`src/rtl/mike_cacheline_adaptor_if.sv`:
```
// Cache-side and memory-side signals of the cacheline adaptor.
// The adaptor uses the slave view. The cache/memory environment uses the master view.
interface mike_cacheline_adaptor_if #(
   parameter int LINE_W  = 256,
   parameter int BURST_W = 64,
   parameter int ADDR_W  = 32
);
   logic [LINE_W-1:0]  line_i;
   logic [LINE_W-1:0]  line_o;
   logic [ADDR_W-1:0]  address_i;
   logic               read_i;
   logic               write_i;
   logic               resp_o;
   logic [BURST_W-1:0] burst_i;
   logic [BURST_W-1:0] burst_o;
   logic [ADDR_W-1:0]  address_o;
   logic               read_o;
   logic               write_o;
   logic               resp_i;

   modport slave (
      input  line_i, address_i, read_i, write_i, burst_i, resp_i,
      output line_o, resp_o, burst_o, address_o, read_o, write_o
   );

   modport master (
      output line_i, address_i, read_i, write_i, burst_i, resp_i,
      input  line_o, resp_o, burst_o, address_o, read_o, write_o
   );
endinterface

```
`src/rtl/mike_cacheline_adaptor.sv`:
```
// Converts one cache line read/write into a 4-beat memory burst.
// It returns a single-cycle completion pulse to the cache.
module mike_cacheline_adaptor #(
   parameter int LINE_W  = 256,
   parameter int BURST_W = 64,
   parameter int ADDR_W  = 32
) (
   input logic                      clk,
   input logic                      rst,
   mike_cacheline_adaptor_if.slave  bus
);
   localparam int BEATS = LINE_W / BURST_W;
   localparam int CNT_W = $clog2(BEATS);
   localparam logic [CNT_W-1:0]  LAST     = CNT_W'(BEATS - 1);
   localparam logic [ADDR_W-1:0] OFF_MASK = ADDR_W'(LINE_W / 8 - 1);

   typedef enum logic [2:0] {IDLE, RD_BURST, RD_DONE, WR_BURST, WR_DONE} state_t;

   state_t             state;
   logic [CNT_W-1:0]   cnt;
   logic [LINE_W-1:0]  line_q;
   logic [LINE_W-1:0]  wbuf;
   logic [ADDR_W-1:0]  addr_q;
   logic               rd_q;
   logic               wr_q;
   logic               resp_q;

   always_ff @(posedge clk) begin
      if (rst) begin
         state  <= IDLE;
         cnt    <= '0;
         line_q <= '0;
         wbuf   <= '0;
         addr_q <= '0;
         rd_q   <= 1'b0;
         wr_q   <= 1'b0;
         resp_q <= 1'b0;
      end else begin
         unique case (state)
            IDLE: begin
               // Read wins when both requests are raised together
               if (bus.read_i) begin
                  addr_q <= bus.address_i & ~OFF_MASK;
                  cnt    <= '0;
                  rd_q   <= 1'b1;
                  state  <= RD_BURST;
               end else if (bus.write_i) begin
                  addr_q <= bus.address_i & ~OFF_MASK;
                  wbuf   <= bus.line_i;
                  cnt    <= '0;
                  wr_q   <= 1'b1;
                  state  <= WR_BURST;
               end
            end
            RD_BURST: begin
               if (bus.resp_i) begin
                  line_q[BURST_W*cnt +: BURST_W] <= bus.burst_i;
                  cnt <= cnt + CNT_W'(1);
                  if (cnt == LAST) begin
                     rd_q   <= 1'b0;
                     resp_q <= 1'b1;
                     state  <= RD_DONE;
                  end
               end
            end
            WR_BURST: begin
               if (bus.resp_i) begin
                  cnt <= cnt + CNT_W'(1);
                  if (cnt == LAST) begin
                     wr_q   <= 1'b0;
                     resp_q <= 1'b1;
                     state  <= WR_DONE;
                  end
               end
            end
            RD_DONE, WR_DONE: begin
               resp_q <= 1'b0;
               state  <= IDLE;
            end
            default: state <= IDLE;
         endcase
      end
   end

   // Write beat follows cnt directly so a stalled beat stays on the bus
   assign bus.burst_o   = (state == WR_BURST) ? wbuf[BURST_W*cnt +: BURST_W] : '0;
   assign bus.line_o    = line_q;
   assign bus.address_o = addr_q;
   assign bus.read_o    = rd_q;
   assign bus.write_o   = wr_q;
   assign bus.resp_o    = resp_q;
endmodule

```
`src/flat_wrapper.sv`:
```
// flat-port wrapper written by rule: the top's interface ports become plain ports
module mike_cacheline_adaptor_flat 
#(
   parameter int LINE_W  = 256,
   parameter int BURST_W = 64,
   parameter int ADDR_W  = 32
)
  (clk, rst, bus_line_i, bus_address_i, bus_read_i, bus_write_i, bus_burst_i, bus_resp_i, bus_line_o, bus_resp_o, bus_burst_o, bus_address_o, bus_read_o, bus_write_o);
  mike_cacheline_adaptor_if #(.LINE_W(LINE_W), .BURST_W(BURST_W), .ADDR_W(ADDR_W)) bus_i ();
  input logic clk;
  input logic rst;
  input wire logic [$bits(bus_i.line_i)-1:0] bus_line_i;
  input wire logic [$bits(bus_i.address_i)-1:0] bus_address_i;
  input wire logic [$bits(bus_i.read_i)-1:0] bus_read_i;
  input wire logic [$bits(bus_i.write_i)-1:0] bus_write_i;
  input wire logic [$bits(bus_i.burst_i)-1:0] bus_burst_i;
  input wire logic [$bits(bus_i.resp_i)-1:0] bus_resp_i;
  output wire logic [$bits(bus_i.line_o)-1:0] bus_line_o;
  output wire logic [$bits(bus_i.resp_o)-1:0] bus_resp_o;
  output wire logic [$bits(bus_i.burst_o)-1:0] bus_burst_o;
  output wire logic [$bits(bus_i.address_o)-1:0] bus_address_o;
  output wire logic [$bits(bus_i.read_o)-1:0] bus_read_o;
  output wire logic [$bits(bus_i.write_o)-1:0] bus_write_o;
  assign bus_i.line_i = bus_line_i;
  assign bus_i.address_i = bus_address_i;
  assign bus_i.read_i = bus_read_i;
  assign bus_i.write_i = bus_write_i;
  assign bus_i.burst_i = bus_burst_i;
  assign bus_i.resp_i = bus_resp_i;
  assign bus_line_o = bus_i.line_o;
  assign bus_resp_o = bus_i.resp_o;
  assign bus_burst_o = bus_i.burst_o;
  assign bus_address_o = bus_i.address_o;
  assign bus_read_o = bus_i.read_o;
  assign bus_write_o = bus_i.write_o;
  mike_cacheline_adaptor #(.LINE_W(LINE_W), .BURST_W(BURST_W), .ADDR_W(ADDR_W)) u_core (.clk(clk), .rst(rst), .bus(bus_i));
endmodule
```
`config.mk`:
```
export PLATFORM = sky130hd
export DESIGN_NAME = mike_cacheline_adaptor_flat
export DESIGN_NICKNAME = d
export VERILOG_FILES = /design/src/rtl/mike_cacheline_adaptor_if.sv /design/src/rtl/mike_cacheline_adaptor.sv /design/src/flat_wrapper.sv
export SDC_FILE = /design/constraint.sdc
export NUM_CORES = 1
export LEC_CHECK = 0
export ABC_AREA = 1
export BUFFER_PORTS_ARGS = -buffer_cell sky130_fd_sc_hd__buf_2
export CORE_AREA = 2 2 277 279
export DETAILED_ROUTE_END_ITERATION = 12
export DIE_AREA = 0 0 279 281
export MAX_ROUTING_LAYER = met4
export PLACE_DENSITY = 0.6
export SETUP_SLACK_MARGIN = 0.3
export SLEW_MARGIN = 20
export SYNTH_ARGS = -nofsm -noshare
export SYNTH_HDL_FRONTEND = slang
export SYNTH_SLANG_ARGS = --single-unit
```
`constraint.sdc`:
```
create_clock -name clk -period 2.12 [get_ports clk]
set_input_delay 0.212 -clock clk [delete_from_list [all_inputs] [get_ports clk]]
set_output_delay 0.212 -clock clk [all_outputs]
set_load 0.02 [all_outputs]
```
==> reports/qor.csv <==
metric;value;unit
initial_core_util;0.302;
firstDrtPassIters;6;
critical_path_arrival;2180;ps
overflow;0;
yosysTopAreaCellShare;0.481;
ys_ff_latch;547;
num_io_pins;712;
highest_layer;met4;
crit_start;u_core.cnt[0];
cts_tree;done;
pwr-share-comb;0.213;
rr_worst_depth;11;
cts_made_buffers;61;
post-route-min-period;2390;ps
switching_share;0.301;
synth_top_area_cell;dfxtp_1;
switching_power;8.20;mW
dp_hpwl;61.4;mm
post_drt_wl_per_cell;20.8;um
cts_max_level;2;
grt_pass1_wl;146;mm
synth_ff_type;dfxtp_1;
yosys-top-cells-count;967 x nor2_1, 547 x dfxtp_1, 447 x o21ai_0;
synth_fa_ha_area_frac;0.00330;
cts.path.max_buffers;3;
m1WireLength;43.1;mm
rsz0062_at_grt;yes;
power_density;726;mW/mm^2
finalCritPeriodShare;1.13;
cts.sinks;547;
power;27.2;mW
synth_compound_area_frac;0.163;
synthMuxAreaShare;0;
syn_area;0.0228;mm^2
rrSetupSlack;-90;ps
die_w;279;um
vias;27200;
yosys-top-cells-area;dfxtp_1 48%, nor2_1 16%, o21ai_0 9.8%, nand3_1 7.8%, a21oi_1 6.4%;
antenna_found_initial;13;
finalSetupTns;-13010;ps
yosysMostFrequentCell;nor2_1;
async_reset_ff_frac;0;
synth.distinct_cells;22;
wl_met3;9.23;mm
yosys_warnings;0;
outcome;complete, but fails checks;
violations;negative setup slack;
synth-edff-count;0;
portBuffers;701;
syn_to_final_growth;64.7;%
endpoint_kind;primary output;
synth_xor_area_frac;0;
antenna_left;0;
power_frac_seq;0.411;
route.met2.wl;53.8;mm
worstPathRequired;1910;ps
core_area;0.0754;mm^2
worst_hold_path.endpoint;u_core.wbuf[72];
final-setup-viol-count;171;
root_buffer;clkbuf_16;
peakVddDrop;0.619;mV
rows;101;
r2r-end;u_core.bus.line_o[15];
clock_latency;630;ps
die_y;281;um
p_clk_frac;0.376;
whs_path_depth;4;
grt_pass1_vias;24400;
drv_slew;0;
finalHoldViolCount;0;
hold_path.class;input port to flop;
hold_start;bus_line_i[72];
gp_congestion;0.905;
drv_cap;0;
timing.rr.start;u_core.cnt[0];
power.static_leakage;14.8;nW
fmax;418;MHz
routed_wl;111;mm
max_slew_margin;0.261;
design.die.area;0.0784;mm^2
synth_area_per_cell;7.03;um^2
path_class;flop to primary output;
skew;18.6;ps
worst_setup_path_start_kind;flop;
placedCellCount;4729;
ys_seq_area_frac;0.481;
fin_nets;4660;
drc;0;
grt_usage;0.244;
internal-power;19.0;mW
synth_simple_gate_area_frac;0.291;
synth_cells;3236;
crit_fanout;8;
viasPerCell;5.10;
drt-initial-drc-count;2160;
worstMarginPinSlew;1110;ps
drive_gt1_frac;0.316;
final_cells;5331;
synth_top_family_by_area;simple AND/OR/NAND/NOR gates;
grt_start_max_net_pins;178;
path_clk_slew;60;ps
finalWorstSetupSlack;-270;ps
[through the flow]
step            util  area (um^2)  hold slack [ps]  worst slack [ps]
2_1_floorplan      -        23000              360               252
3_3_place_gp   0.366        27600              446              98.1
3_5_place_dp   0.366        27600              450              70.2
4_1_cts        0.454        34300              324              -272
5_1_grt        0.497        37500              360              -348
6_report       0.497        37500              371              -270
[layout by cell type (no fill, tap or decap), types with 21 or more instances in the layout]
master         synthesis  final
nor2_1               967    864
buf_2                119    640
dfxtp_1              547    544
dlygate4sd3_1          0    351
nand2_1              302    285
o21ai_0              447    284
nand3_1              355    267
a21oi_1              289    226
o21ai_1                4    112
buf_4                 24    103
clkbuf_16              0     95
nand3_2                1     80
nor2_4                 3     68
buf_12                 0     66
a21oi_2                0     63
buf_6                  0     53
o21ai_2                0     41
nor2_2                 1     39
buf_16                 0     21
[kinds of logic after synthesis]
logic type | Yosys count
buffers and inverters | 308
adder cells (fa/ha/maj) | 6
flip-flops | 547
AO/OA/AOI/OAI | 740
AND/OR/NAND/NOR | 1634
other | 1
[power by group through the flow]
| stage | Sequential [mW] | Combinational [mW] | Clock [mW] |
|---|---|---|---|
| detailed placement | 11.3 | 3.85 | 0 |
| floorplan | 11.4 | 2.19 | 0 |
| global placement | 11.3 | 3.83 | 0 |
| finish | 11.2 | 5.79 | 10.2 |
| CTS | 11.1 | 4.87 | 10.3 |
| global route | 11.2 | 6.19 | 10.8 |
[layer usage]
layer	GRT usage	up-vias
met5	-	-
met4	0.0663	0
met3	0.0461	279
met2	0.411	1368
met1	0.298	12700
li1	-	12800
[layout make-up]
type	instances	area, um^2
Clock buffer	92	1750
Fill cell	7140	38000
Antenna cell	14	35.0
Multi-Input combinational cell	2387	12200
Timing Repair inverter	1	16.3
Sequential cell	547	11000
Tap cell	978	1220
Clock inverter	13	98.8
Inverter	17	119
Timing Repair Buffer	1282	11000
[sequential cells by signal, summed over array words and instances (netlist names)]
name,flops
u_core.state,3
u_core.cnt,2
u_core.wbuf,256
u_core.bus.address_o,27
u_core.bus.write_o,1
u_core.bus.read_o,1
u_core.bus.line_o,256
u_core.bus.resp_o,1
[worst max-delay path: stages (launching register included)]
cell and delay, ps:
dfxtp_4 410, buf_12 140, inv_8 40, buf_12 150, buf_12 150, buf_16 150
o21ai_4 240, a21oi_2 100, buf_6 140
[what timing repair did]
item	4_1_cts	5_1_grt
gates cloned	12	50
pin swaps	47	157
hold buffers	351	0
endpoints found under the setup margin	505	368
setup buffers	28	42
resized for setup	269	516
hold endpoints to repair	472	0
[worst max-delay path by stage]
stage                             end  slack (ps)  cells past startpoint
2_1_floorplan  u_core.bus.line_o[132]         250                     12
3_3_place_gp          bus_burst_o[14]         100                      6
3_5_place_dp          bus_burst_o[13]          70                      6
4_1_cts               bus_burst_o[14]        -270                      8
5_1_grt               bus_burst_o[20]        -350                      8
6_report              bus_burst_o[11]        -270                      8
No activity file was read; power rests on OpenSTA's default activity.
